File: config.mk
export PLATFORM = sky130hd
export DESIGN_NAME = muldiv_seq
export DESIGN_NICKNAME = d
export VERILOG_FILES = /design/src/rtl/muldiv_seq.sv
export SDC_FILE = /design/constraint.sdc
export NUM_CORES = 1
export LEC_CHECK = 0
export CORE_UTILIZATION = 36
export CTS_BUF_LIST = sky130_fd_sc_hd__clkbuf_4 sky130_fd_sc_hd__clkbuf_8
export CTS_CLUSTER_SIZE = 12
export DETAILED_ROUTE_END_ITERATION = 8
export DONT_BUFFER_PORTS = 1
export PLACE_DENSITY = 0.58
export SYNTH_ARGS = -nofsm -noshare
export SYNTH_HDL_FRONTEND = slang
export SYNTH_SLANG_ARGS = --single-unit
File: constraint.sdc
create_clock -name Clock -period 3.9 [get_ports Clock]
set_clock_uncertainty 0.05 [all_clocks]
set_input_delay 0.78 -clock Clock [delete_from_list [all_inputs] [get_ports Clock]]
set_output_delay 0.78 -clock Clock [all_outputs]
set_load 0.02 [all_outputs]
File: src/rtl/muldiv_seq.sv
// muldiv_seq: iterative signed/unsigned multiplier and restoring divider
module muldiv_seq #(
  parameter int WIDTH = 32,
  parameter int CNT_W = 6
) (
  input  logic             Clock,
  input  logic             Resetn,
  input  logic             start,
  input  logic             op,
  input  logic             is_signed,
  input  logic [WIDTH-1:0] a,
  input  logic [WIDTH-1:0] b,
  output logic             busy,
  output logic             done,
  output logic [WIDTH-1:0] HI,
  output logic [WIDTH-1:0] LO,
  output logic             div_zero
);
  typedef enum logic [2:0] {IDLE, PREP, RUN, FIX, DONE} state_t;
  state_t             state_q;
  logic               op_q, sgn_q, neg_q, nega_q, dz_q;
  logic               busy_q, done_q, div_zero_q;
  logic [WIDTH-1:0]   a_q, b_q, hi_q, lo_q;
  logic [2*WIDTH-1:0] acc_q;
  logic [CNT_W-1:0]   cnt_q;
  logic [WIDTH-1:0]   abs_a, abs_b, hi_fix, lo_fix;
  logic [WIDTH:0]     add_d, rem_sh, sub_d;
  logic [2*WIDTH-1:0] step_d, fix_d;
  assign busy     = busy_q;
  assign done     = done_q;
  assign HI       = hi_q;
  assign LO       = lo_q;
  assign div_zero = div_zero_q;
  assign abs_a = (sgn_q && a_q[WIDTH-1]) ? -a_q : a_q;
  assign abs_b = (sgn_q && b_q[WIDTH-1]) ? -b_q : b_q;
  // One shift-add (multiply) or restoring shift-subtract (divide) step, plus the sign fix-up
  always_comb begin
    add_d  = {1'b0, acc_q[2*WIDTH-1:WIDTH]} + (acc_q[0] ? {1'b0, b_q} : {(WIDTH+1){1'b0}});
    rem_sh = {acc_q[2*WIDTH-1:WIDTH], acc_q[WIDTH-1]};
    sub_d  = rem_sh - {1'b0, b_q};
    step_d = !op_q   ? {add_d, acc_q[WIDTH-1:1]} :
             sub_d[WIDTH] ? {rem_sh[WIDTH-1:0], acc_q[WIDTH-2:0], 1'b0} :
                            {sub_d[WIDTH-1:0], acc_q[WIDTH-2:0], 1'b1};
    lo_fix = neg_q  ? -acc_q[WIDTH-1:0] : acc_q[WIDTH-1:0];
    hi_fix = nega_q ? -acc_q[2*WIDTH-1:WIDTH] : acc_q[2*WIDTH-1:WIDTH];
    fix_d  = !op_q ? (neg_q ? -acc_q : acc_q) : {hi_fix, lo_fix};
  end
  // Sequencer with registered outputs; results land on HI/LO only in the DONE cycle
  always_ff @(posedge Clock or negedge Resetn) begin
    if (!Resetn) begin
      state_q    <= IDLE;
      op_q       <= 1'b0;
      sgn_q      <= 1'b0;
      neg_q      <= 1'b0;
      nega_q     <= 1'b0;
      dz_q       <= 1'b0;
      busy_q     <= 1'b0;
      done_q     <= 1'b0;
      div_zero_q <= 1'b0;
      a_q        <= '0;
      b_q        <= '0;
      hi_q       <= '0;
      lo_q       <= '0;
      acc_q      <= '0;
      cnt_q      <= '0;
    end else begin
      done_q <= 1'b0;
      case (state_q)
        IDLE: if (start) begin
          op_q       <= op;
          sgn_q      <= is_signed;
          a_q        <= a;
          b_q        <= b;
          busy_q     <= 1'b1;
          div_zero_q <= 1'b0;
          dz_q       <= op && (b == '0);
          acc_q      <= {a, {WIDTH{1'b1}}};
          state_q    <= (op && (b == '0)) ? DONE : PREP;
        end
        PREP: begin
          acc_q   <= {{WIDTH{1'b0}}, abs_a};
          b_q     <= abs_b;
          neg_q   <= sgn_q & (a_q[WIDTH-1] ^ b_q[WIDTH-1]);
          nega_q  <= sgn_q & a_q[WIDTH-1];
          cnt_q   <= CNT_W'(WIDTH - 1);
          state_q <= RUN;
        end
        RUN: begin
          acc_q   <= step_d;
          cnt_q   <= (cnt_q == '0) ? cnt_q : cnt_q - 1'b1;
          state_q <= (cnt_q == '0) ? FIX : RUN;
        end
        FIX: begin
          acc_q   <= fix_d;
          state_q <= DONE;
        end
        DONE: begin
          hi_q       <= acc_q[2*WIDTH-1:WIDTH];
          lo_q       <= acc_q[WIDTH-1:0];
          div_zero_q <= dz_q;
          done_q     <= 1'b1;
          busy_q     <= 1'b0;
          state_q    <= IDLE;
        end
        default: state_q <= IDLE;
      endcase
    end
  end
endmodule

After elaboration in Yosys (flattened, before gate mapping)
Cells that the tools add are included.
{"block": "word_totals", "ff_bits": 209, "inputBits": 69, "out_inout_bits": 67, "elab_cells": 77}
{"block": "op_classes", "n_reduce_logical": 16, "bitwise_logic": 3, "eq_ne": 10, "addsub": 8, "n_mux": 24}
{"cell": "two-way mux 64 bit", "n": 5}
{"cell": "case mux 64 bit (4 select lines)", "n": 1}
{"cell": "two-way mux 32 bit", "n": 6}
{"cell": "negation 32 bit", "n": 4}
{"cell": "negation 64 bit", "n": 1}
{"cell": "case mux 32 bit (2 select lines)", "n": 1}
{"cell": "adder 32 x 32 -> 33 bit", "n": 1}
{"cell": "subtractor 33 x 32 -> 33 bit", "n": 1}
{"cell": "zero test 32 bit", "n": 1}
{"cell": "case mux 3 bit (4 select lines)", "n": 1}
{"cell": "case mux 6 bit (2 select lines)", "n": 1}
{"cell": "!= test 2 bit, second input constant", "n": 4}
{"cell": "equality test 3 x 2 -> 1 bit, second input constant", "n": 2}
{"cell": "zero test 6 bit", "n": 1}
{"cell": "two-way mux 3 bit", "n": 2}
{"cell": "two-way mux 6 bit", "n": 1}
{"cell": "!= test 3 bit, second input constant", "n": 2}
{"cell": "AND reduction 2 bit", "n": 3}
{"cell": "AND reduction 3 bit", "n": 2}
{"cell": "nonzero test 2 bit", "n": 3}
{"cell": "subtractor 6 x 1 -> 6 bit, second input constant", "n": 1}
{"cell": "two-way mux 1 bit", "n": 4}
{"cell": "case mux 1 bit (2 select lines)", "n": 2}
{"cell": "AND reduction 4 bit", "n": 1}
{"cell": "7 further kinds", "n": 10}

Logic depth before layout (Yosys ltp)
Gate-level depths: netlist of run 1.
{"block": "depth", "word_depth": 5, "ltp_mapped": 16, "depth_no_buf": 15}

Worst setup path before layout of run 1
No wires, ideal clock.
{"block": "synth_path", "kind": "register -> register", "start": "reg acc_q[0]", "end": "reg acc_q[62]", "required_ns": 3.714, "n_path_buf": 1, "t_arrival_ns": 3.439, "slack_ns": 0.275, "setup_ns": 0.136, "synth_period_minus_slack_ns": 3.625, "stages_incl_launch_ff": 15, "path_cell_list": "dfrtp_1 -> inv_1 -> clkbuf_1 -> nor2_1 -> ha_1 -> o211ai_1 -> o211ai_1 -> or4b_2 -> and3_1 -> a211oi_1 -> a31oi_1 -> o21ai_0 -> a21oi_1 -> nor4_1 -> o311ai_1"}
{"block": "synth_between", "elab_chain_cells": 4, "elab_cells_between_ends": 7, "classes_between": "2 x add/sub; 5 x mux"}
{"item": "from (decl)", "line_no": "24", "text": "logic [2*WIDTH-1:0] acc_q;"}
{"item": "from (signal assigned)", "line_no": "77", "text": "acc_q <= {a, {WIDTH{1'b1}}};"}
{"item": "from (signal assigned)", "line_no": "81", "text": "acc_q <= {{WIDTH{1'b0}}, abs_a};"}
{"item": "from (signal assigned)", "line_no": "89", "text": "acc_q <= step_d;"}
{"item": "negation 64 bit / two-way mux 32 bit (equally long branches)", "line_no": "46, 38"}
{"item": "two-way mux 64 bit / adder 32 x 32 -> 33 bit (equally long branches)", "line_no": "46, 38"}
{"item": "two-way mux 64 bit (on tied branches)", "line_no": "46, 41"}
{"item": "case mux 64 bit (4 select lines) (*)", "line_no": "68", "text": "case (state_q)"}
Mark *: on every way between the ends. The rest lies on a longest branch, timed or not. The select of a mux whose other input is x is not followed.
A chain may end at the register's enable or synchronous reset.

Worst setup path after layout of run 1
{"block": "layout_path", "start": "reg acc_q[31]", "end": "reg acc_q[45]"}
{"block": "layout_between", "elab_chain_cells": 4, "elab_cells_between_ends": 7, "classes_between": "2 x add/sub; 5 x mux"}
{"item": "negation 64 bit / subtractor 33 x 32 -> 33 bit (equally long branches)", "line_no": "46, 40"}
{"item": "two-way mux 64 bit (on tied branches)", "line_no": "46, 42"}
{"item": "two-way mux 64 bit (on tied branches)", "line_no": "46, 41"}
{"item": "case mux 64 bit (4 select lines) (*)", "line_no": "68"}
Marks and branches as above.

==> flow_summary.ini, run 1 <==
[detailed_routing]
detail_route.iter0.violations = 1462
drt_drc_violations_left = 0
drt_wl_total_um = 58600
routedWlPerCell_um = 22.4
vias = 15500
vias_per_cell = 5.93
first_pass_iters = 6
detail-route-antenna-nets = 0

[min_path]
hp-class = input pin to async pin

[cts]
clkTransAtPathRegs_ns = 0.06
clock_latency_ns = 0.62
cts_root_buffer = clkbuf_8
cts.sinks = 209
cts_tree = built
ctsLongestPathBuffers = 3
htree_levels = 2
cts_buffers = 43

[yosys]
yosysTopAreaCellShare = 0.328
ys_seq_area_frac = 0.328
syn_area_per_cell_sq_um = 8.18
synth-warning-count = 0
synth-edff-count = 0
async_flop_share = 1.00
synth_top_area_cell = dfrtp_1
synth_cell_types = 81
ys_ff_latch = 209
netlist_area_sq_um = 15900
yosys-top-cells-area = dfrtp_1 (33%), nand2_1 (6.1%), ha_1 (5.4%), mux2_2 (5.2%), o21ai_0 (4.9%)
synth_cells = 1947
synthFlopType = dfrtp_1
synthesis.nets = 2087

[timing]
finalCritPeriodShare = 0.945
hold-worst-slack_ns = -0.180
max_freq_mhz = 271
drv_slew = 0
period_minus_slack_ns = 3.69
hold_viol_final = 209
worst_pin_slew_ns = 1.01
maxSlewHeadroom = 0.328
setup_viol = 0
tns_ns = 0

[final_layout]
num-nets-final = 2133
syn_to_final_growth_pct = 14.3
mostFrequentLayoutCell = nand2_1
fin_util = 0.420
layout.cells.non_filler = 2610
layout_common_cells = nand2_1 (258), dfrtp_1 (208), o21ai_0 (152)
drive_above_1_share = 0.154

[worst_setup_path]
required_ns = 4.33
critPathArrivalTime_ns = 4.11
rr_worst_depth = 15
crit_path_max_fanout = 18
path_class = flop to flop
cp-end-kind = flop
startpoint_type = flop

[placed_design]
placedCellCount = 2531
hpwl_um = 43100
portBuffers = 0
gp_congestion = 0.967

[run_status]
violations = negative hold slack
status = finished with violations

[floorplanning]
start_util = 0.367
ios = 136
placeableCoreArea_sq_um = 43400
placementRows = 76
die_x_um = 212
dieHeight_um = 212
dieArea_sq_um = 45100

[global_route]
grt_pass1_vias = 14900
grt_max_degree = 210
grt_overflow = 0
grt_pass1_wl_um = 89900
grt_usage = 0.260
antenna_found_initial = 4

[flow_run]
cap_violations = 0
[cells by family after synthesis]
| logic type | after synthesis | synth area share |
|---|---|---|
| simple gates | 681 | 0.200 |
| compound gates | 589 | 0.238 |
| flops | 209 | 0.328 |
| buf+inv | 182 | 0.0441 |
| mux | 121 | 0.0818 |
| xor+xnor | 94 | 0.0517 |
| fa+ha+maj | 71 | 0.0567 |
[synth_stat cells (18+ instances only)]
master and n:
a31oi_1 22, or3_1 27, a221oi_1 25, o31ai_1 27, dfrtp_1 209, nor2_1 152, ha_1 69, a21o_1 30
nand3_1 36, mux2_2 73, xnor2_1 60, o211ai_1 18, nor4_1 26, clkbuf_1 99, o22ai_1 21, a211oi_1 27
o21a_1 18, nand2b_1 24, xor2_1 34, o21ai_0 155, nor3_1 70, a21oi_1 141, nand2_1 260, mux2i_1 48
inv_1 61
[layer usage]
metal	vias up	wire [um]	share of wire	GRT usage
met1	7457	25500	0.44	0.350
li1	7253	-	-	-
met2	649	27000	0.46	0.415
met3	103	4270	0.073	0.0449
met5	-	34	0.00058	0
met4	6	1820	0.031	0.0940
[layout make-up]
class | instances | area [sq um]
Fill cell | 4404 | 25100
Multi-Input combinational cell | 1556 | 10100
Sequential cell | 209 | 5230
Timing Repair Buffer | 122 | 928
Clock buffer | 64 | 831
Tap cell | 585 | 732
Inverter | 61 | 233
Clock inverter | 12 | 166
Antenna cell | 1 | 2.50
[worst paths after layout]
check / start / to / slack, ns
max reg2reg: acc_q[31]$_DFFE_PN0P_ / acc_q[45]$_DFFE_PN0P_ / 0.21
min reg2reg: nega_q$_DFFE_PN0P_ / nega_q$_DFFE_PN0P_ / 0.43
min: Resetn / done$_DFF_PN0_ / -0.18
max: acc_q[31]$_DFFE_PN0P_ / acc_q[45]$_DFFE_PN0P_ / 0.21
min in group Clock: a[12] / a_q[12]$_DFFE_PN0P_ / 0.22
max in group asynchronous: Resetn / HI[26]$_DFFE_PN0P_ / 3.70
[stage by stage]
step	hold WS (ns)	area [sq um]	setup WS, ns
6_report	-0.180	18200	0.214
5_1_grt	-0.210	18200	-0.0119
4_1_cts	-0.218	18100	0.0902
3_5_place_dp	0.419	17100	0.120
3_3_place_gp	0.416	17100	0.196
2_1_floorplan	0.394	15900	0.275
[critical path, stage by stage (launching register included)]
cell and delay [ns]:
dfrtp_1 0.35, inv_1 0.05, ha_1 0.22, fa_1 0.40
nand2b_1 0.19, a21o_1 0.21, a21boi_2 0.23, nor3_1 0.09
o31ai_1 0.20, buf_4 0.16, a31oi_1 0.10, xnor2_2 0.27
buf_12 0.21, mux2_2 0.36, a221oi_1 0.31, o21ai_0 0.14
[state kept, by name, summed over array words and instances (netlist names)]
signal,count
neg_q,1
done,1
nega_q,1
a_q,32
op_q,1
b_q,32
state_q,3
HI,32
div_zero,1
sgn_q,1
busy,1
acc_q,64
LO,32
cnt_q,6
dz_q,1
[timing repair]
action / CTS / global route
endpoints found under the hold margin: 209 / 209
gates resized for setup: 0 / 15
buffers inserted: 0 / 2
setup endpoints to repair: 0 / 20
Power of run 1 is not shown: default switching activity piles up to over one toggle a cycle in this logic, so the estimate is an artifact.
==> run 2, diff against run 1 <==
Settings changed: CORE_MARGIN set to 8.
==> run 2 against run 1 <==
- the run still ends with negative hold slack left
- critical endpoint is now acc_q[62]$_DFFE_PN0P_
- flip-flop and latch count stayed put
- highest routed layer unchanged
- final area down 0.71%
- critical path depth fell by 1
- non-clock buffer count fell by 7
- clock-buffer cell count shrank 2
- die area grew 14%
- sequential share of layout area increased by 0.20 points
- setup slack worse by 0.041 ns
==> flow_summary.ini, run 2 (same netlist as run 1, synthesis figures left out) <==
[run_status]
status = finished with violations
violations = negative hold slack

[worst_setup_path]
critPathArrivalTime_ns = 4.19
crit_path_max_fanout = 8
required_ns = 4.36
critical-path-max-stage-delay_ns = 0.65
cp_cell_sequence = clkinvlp_4, nor2_1, ha_2, o211ai_1, o211ai_1, or4b_2, and3_1, a211oi_1, buf_4, a31oi_1, o21ai_1, a21oi_1, nor4_2, o311ai_1
crit_slowest_cell = or4b_2
path_class = flop to flop
crit_top_cell = o211ai_1
startpoint_type = flop
cp-end-kind = flop

[flow_run]
cap_violations = 0

[final_layout]
num-nets-final = 2126
fin_util = 0.412
drive_above_1_share = 0.150
seq_area_sq_um = 5230
largest_reg_flops = 64
fillers = 4533
syn_to_final_growth_pct = 13.5
multi_input_area_sq_um = 10100
top_register = acc_q
layout.cells.non_filler = 2610
layout_common_cells = nand2_1 (258), dfrtp_1 (208), o21ai_0 (152)
mostFrequentLayoutCell = nand2_1

[placed_design]
portBuffers = 0
hpwl_um = 44300
placedCellCount = 2530
gp_congestion = 0.923

[min_path]
hp-class = input pin to async pin

[cts]
cts_tree = built
cts_root_buffer = clkbuf_8
clkTransAtPathRegs_ns = 0.06
cts_buffers = 43
ctsLongestPathBuffers = 3
htree_levels = 2
cts.sinks = 209
clock_latency_ns = 0.63

[global_route]
antenna_found_initial = 4
grt_max_degree = 210
use_met2 = 0.353
grt_use_met3 = 0.0441
grt_overflow = 0
grt_pass1_vias = 14900
grt_use_met1 = 0.301
grt_pass1_wl_um = 90600
grt_usage = 0.227
busiest_layer = met2

[floorplanning]
dieHeight_um = 226
dieArea_sq_um = 51200
placeableCoreArea_sq_um = 43900
die_x_um = 226
start_util = 0.363
placementRows = 77
ios = 136

[detailed_routing]
vias_per_cell = 5.88
detail_route.iter0.violations = 1362
first_pass_iters = 5
drt_drc_violations_left = 0
detail-route-antenna-nets = 0
routedWlPerCell_um = 22.7
vias = 15300
drt_wl_total_um = 59200

[timing]
hold-worst-slack_ns = -0.192
max_freq_mhz = 268
hold_viol_final = 209
drv_slew = 0
worst_pin_slew_ns = 0.916
finalCritPeriodShare = 0.955
period_minus_slack_ns = 3.73
setup_viol = 0
maxSlewHeadroom = 0.389
==> run 2: cell count changes in the layout (fill, tap and decap cells not counted), moves of 2 or more <==
cell and delta:
a211oi_2 -2, diode_2 +2, clkbuf_8 -3, a211oi_1 +2, clkinv_2 +2, bufinv_16 -3
buf_4 -8
==> run 2: path summary, 6_finish.rpt <==
path                                      start               endpoint  slack (ns)  cells past startpoint
max                        acc_q[0]$_DFFE_PN0P_  acc_q[62]$_DFFE_PN0P_        0.17                     14
min                                      Resetn    b_q[12]$_DFFE_PN0P_       -0.19                      0
max reg2reg                acc_q[0]$_DFFE_PN0P_  acc_q[62]$_DFFE_PN0P_        0.17                     14
min reg2reg                  nega_q$_DFFE_PN0P_     nega_q$_DFFE_PN0P_        0.43                      2
max in group asynchronous                Resetn     LO[24]$_DFFE_PN0P_        3.42                      0
min in group Clock                         a[8]     a_q[8]$_DFFE_PN0P_        0.21                      2
==> run 2: timing repair <==
item,CTS,global route
hold endpoints to repair,209,209
endpoints found under the setup margin,0,17
gates resized for setup,0,15
setup buffers,0,3
==> run 2: final cells by class <==
class / count / share of cell area
multi-input cells: 1556 / 0.558
flip-flops and latches: 209 / 0.289
repair buffers: 115 / 0.0491
clock buffers: 62 / 0.0441
well taps: 592 / 0.0410
inverters: 61 / 0.0129
clock inverters: 12 / 0.00505
diodes: 3 / 0.000415
==> run 2: critical path: cells and delay by family (launching register included) <==
| family | cells | cell delay, ns |
|---|---|---|
| AOI/OAI and AO/OA | 7 | 1.29 |
| DFF | 1 | 0.39 |
| buffers and inverters | 2 | 0.36 |
| adders and majority gates | 1 | 0.24 |
| and+or+nand+nor | 4 | 1.27 |
==> run 2: layer usage <==
layer	wire length (um)	share of wire	vias up
met1	26300	0.44	7373
met3	4070	0.069	134
li1	-	-	7240
met2	26200	0.44	588
met5	31	0.00052	-
met4	2630	0.044	6
==> run 2: metrics by stage <==
stage | TNS, ns | setup WS, ns | cell area (sq um)
2_1_floorplan | 0 | 0.275 | 15900
3_3_place_gp | 0 | 0.123 | 17100
3_5_place_dp | 0 | 0.0932 | 17100
4_1_cts | 0 | 0.0663 | 18000
5_1_grt | -0.0783 | -0.0783 | 18100
6_report | 0 | 0.174 | 18100
Power of run 2 is left out for the same reason.
==> RTL change 1: new RTL, flow settings as in run 2 <==
Register the output `HI` once more; this adds one clock of latency there. The other outputs are not delayed to match. Comments in the files are not updated.
--- a/src/rtl/muldiv_seq.sv
+++ b/src/rtl/muldiv_seq.sv
@@ -28,7 +28,9 @@
   logic [2*WIDTH-1:0] step_d, fix_d;
   assign busy     = busy_q;
   assign done     = done_q;
-  assign HI       = hi_q;
+  always_ff @(posedge Clock) begin
+    HI <= hi_q;
+  end
   assign LO       = lo_q;
   assign div_zero = div_zero_q;
   assign abs_a = (sgn_q && a_q[WIDTH-1]) ? -a_q : a_q;
Check against the original RTL: not equivalent (Yosys sat finds a counterexample within 4 cycles, from zero or initial values and one cycle with Resetn low).
==> RTL change 1 against run 2 <==
The run still ends with negative hold slack left; cell area rose by 3.1%; sequential cell count grew 32; worst setup slack improved by 0.11 ns; area after synthesis grew 4.9%; highest routed layer unchanged; routed wire length shrank 1.5%.
Power is left out: the tool's default activity adds up to more than one toggle a clock period on the data nets, which glitch-free logic cannot reach.
==> RTL change 1: results (changes against run 2) <==
grt_use_met1_pct: 28.5  # was 30.1%
setup.worst_path.end: "acc_q[61]"  # was acc_q[62]
cts_buffers: 48  # was 43
status: "complete, but fails checks"  # unchanged
async_reset_ff_share_pct: 86.7  # was 100%
placed_area_um2: 17600  # was 17100 um^2
violations: "negative hold slack"  # unchanged
cp_slowest_stage_delay_ns: 0.47  # was 0.65 ns
synth_mux_area_share_pct: 7.73  # was 8.18%
grt.met3_usage_pct: 5.18  # was 4.41%
maxSlewHeadroom_pct: 32.4  # was 38.9%
drt_iter0_markers: 1479  # was 1362
wl_mm: 58.4  # was 59.2 mm
finalHoldViolCount: 209  # unchanged
synthAdderAreaFrac_pct: 5.41  # was 5.67%
worstPathMaxFanout: 22  # was 8
timing.rr.end: "acc_q[61]"  # was acc_q[62]
ys_seq_area_share_pct: 35.1  # was 32.8%
fill_cells: 4631  # was 4533
yosys.area_share.xor_xnor_pct: 5.03  # was 5.17%
dp_cells: 2550  # was 2530
synth-compound-area-share_pct: 22.5  # was 23.8%
track_usage_pct: 21.2  # was 22.7%
grt_pass1_wl_mm: 90.3  # was 90.6 mm
antenna_found_initial: 5  # was 4
viasPerCell: 5.85  # was 5.88
gp_congestion: 0.936  # was 0.923
drt_pre_antenna_iters: 6  # was 5
synth_fp_nets: 2131  # was 2087
cpMaxStageDelayCell: "a211oi_1"  # was or4b_2
yosysUniqueCellTypes: 83  # was 81
whs_ns: -0.214  # was -0.192 ns
RTL change 1: cell count changes in the layout (fill, tap and decap cells not counted), moves of 8 or more:
cell / delta
buf_4: -42
dfxtp_1: +32
o21a_1: -10
o22ai_1: -9
nand2b_1: -8
nand3_1: +8
xor2_1: +8
RTL change 1: metrics by stage:
step / setup WS [ns] / util [%] / hold WS, ns
detailed placement: 0.360 / 38.1 / 0.302
finish: 0.281 / 40.4 / -0.214
floorplan: 0.569 / - / 0.294
global route: 0.0260 / 40.4 / -0.256
CTS: 0.313 / 40.4 / -0.276
global placement: 0.412 / 38.1 / 0.300
RTL change 1: area by class of cell:
class                   instances  share of cell area (%)
multi-input cells            1563                    54.4
flip-flops and latches        241                    31.5
clock buffers                  76                    5.07
well taps                     607                    4.07
repair buffers                 72                    2.97
inverters                      67                    1.35
clock inverters                13                   0.577
diodes                          3                  0.0402
RTL change 1: routing by layer:
layer	share of wire [%]	vias to the layer above
li1	-	7291
met1	45	7437
met2	44	615
met3	8.1	113
met4	3.2	2
met5	0.021	-
==> RTL change 2: new RTL, config.mk and constraints of run 2 <==
Made on the original files. Set the parameter `WIDTH` to 48 (it was 32).
--- a/src/rtl/muldiv_seq.sv
+++ b/src/rtl/muldiv_seq.sv
@@ -1,6 +1,6 @@
 // muldiv_seq: iterative signed/unsigned multiplier and restoring divider
 module muldiv_seq #(
-  parameter int WIDTH = 32,
+  parameter int WIDTH = 48,
   parameter int CNT_W = 6
 ) (
   input  logic             Clock,
Interface: changed (resized HI, LO, a and b); port bits go from 136 to 200. No check against the original RTL was run, so the function may have changed too.
==> RTL change 2 against run 2 <==
The run ends with negative hold slack, negative setup slack left; cell area is 58% higher; critical path depth decreased by 2; non-clock buffer count up 208; worst setup slack got worse by 0.20 ns; area after synthesis is 50% higher; die area is 46% higher; routed wire length rose by 59%; largest cell class unchanged; highest routed layer is now met4; first-iteration DRC count up 78%; critical endpoint is now acc_q[89]; sequential cell count up 96; global-route usage is 1.5 points higher.
Power is not shown: default switching activity piles up to over one toggle a cycle in this logic, so the estimate is an artifact.
==> RTL change 2: results (changes against run 2) <==
yosysUniqueCellTypes: 76  # was 81
drive_gt1_share_pct: 20.4  # was 15.0%
setup_viol: 1  # was 0
cts_buffers: 57  # was 43
violations: "negative hold slack, negative setup slack"  # was negative hold slack
track_usage_pct: 24.1  # was 22.7%
finalHoldViolCount: 305  # was 209
whs_ns: -0.266  # was -0.192 ns
final.setup.worst_slack_ns: -0.0283  # was 0.174 ns
maxSlewHeadroom_pct: 29.1  # was 38.9%
finalNetCount: 3372  # was 2126
netlist_top_cells_count: "410 x nand2_1, 305 x dfrtp_1, 264 x a21oi_1, 239 x nor2_1, 233 x o21ai_0"  # was 260 x nand2_1, 209 x dfrtp_1, 155 x o21ai_0, 152 x nor2_1, 141 x a21oi_1
worst_skew_pair.late_latency_ns: 0.70  # was 0.63 ns
largest_reg_flops: 96  # was 64
grt_max_degree: 306  # was 210
fill_cells: 6548  # was 4533
drt_pre_antenna_iters: 6  # was 5
cpMaxStageDelayCell: "or4b_4"  # was or4b_2
yosys-top-cells-area: "dfrtp_1 32%, nand2_1 6.4%, a21oi_1 5.5%, ha_1 5.3%, mux2_2 5.1%"  # was dfrtp_1 33%, nand2_1 6.1%, ha_1 5.4%, mux2_2 5.2%, o21ai_0 4.9%
worstPathMaxFanout: 6  # was 8
crit_arrival_ns: 4.42  # was 4.19 ns
reg2regPathDepth: 12  # was 14
avgRoutedWirePerCell_um: 23.0  # was 22.7 um
grt_pass1_wl_mm: 143  # was 90.6 mm
status: "complete, but fails checks"  # unchanged
dp_hpwl_mm: 71.0  # was 44.3 mm
timing.rr.end: "acc_q[89]"  # was acc_q[62]
antenna_found_initial: 0  # was 4
viasPerCell: 5.99  # was 5.88
RTL change 2: cell types whose count changed in the layout (fill, tap and decap cells not counted), sizes merged, moves of 30 or more:
cell,change
buf,+208
or3,+32
nand2,+150
o21ai,+76
nor2,+87
mux2,+36
xnor2,+30
dfrtp,+96
nand3,+32
ha,+32
inv,+34
a21oi,+123
RTL change 2: cell families after synthesis:
group,share of synthesized area [%]
simple gates,20.7
compound gates,23.4
flops,32.0
buf+inv,4.59
mux,8.29
xor+xnor,5.58
fa+ha+maj,5.46
RTL change 2: what timing repair did:
| item | in CTS | in global routing |
|---|---|---|
| hold endpoints to repair | 305 | 305 |
| resized for setup | 33 | 75 |
| setup endpoints to repair | 37 | 41 |
| gates cloned | 1 | 0 |
| pin swaps | 13 | 20 |
| buffers inserted | 6 | 12 |
RTL change 2: through the flow:
stage,TNS (ns),setup slack [ns],cell area (um^2),util [%],std cells
floorplan,-0.136,-0.0643,23900,-,2976
global placement,-1.49,-0.195,26600,40.5,3954
detailed placement,-3.42,-0.256,26600,40.5,3954
CTS,-0.229,-0.120,28100,42.8,4067
global route,-0.721,-0.175,28600,43.4,4079
finish,-0.0283,-0.0283,28600,43.5,4082
RTL change 2: cell type report:
| class | instances | area, um^2 | share of cell area, % |
|---|---|---|---|
| antenna | 3 | 7.51 | 0.0263 |
| clock buffer | 78 | 1040 | 3.63 |
| clock inverter | 28 | 293 | 1.02 |
| inverter | 94 | 353 | 1.23 |
| multi-input combinational | 2387 | 15600 | 54.7 |
| sequential | 305 | 7640 | 26.7 |
| tap | 864 | 1080 | 3.78 |
| timing repair buffer | 323 | 2530 | 8.85 |
RTL change 2: worst max path at each step:
stage          slack [ns]  cells past startpoint        end     start
2_1_floorplan       -0.06                     13  acc_q[40]  acc_q[0]
3_3_place_gp        -0.20                     12  acc_q[91]  acc_q[0]
3_5_place_dp        -0.26                     18  acc_q[93]  acc_q[0]
4_1_cts             -0.12                     18  acc_q[93]  acc_q[0]
5_1_grt             -0.17                     19  acc_q[93]  acc_q[0]
6_report            -0.03                     12  acc_q[89]  acc_q[0]
RTL change 2: worst max-delay path: cells and delay by family (launching register included):
| kind | cells | cell delay (ns) |
|---|---|---|
| flops | 1 | 0.40 |
| compound gates | 4 | 0.66 |
| simple gates | 7 | 2.51 |
| buf+inv | 1 | 0.16 |
RTL change 2: layer usage:
metal	share of wire, %	vias up	GRT usage [%]
met1	45	11800	34.7
met4	2.9	0	7.40
li1	-	11300	-
met2	43	1138	36.3
met5	0	-	0
met3	9.3	161	4.49
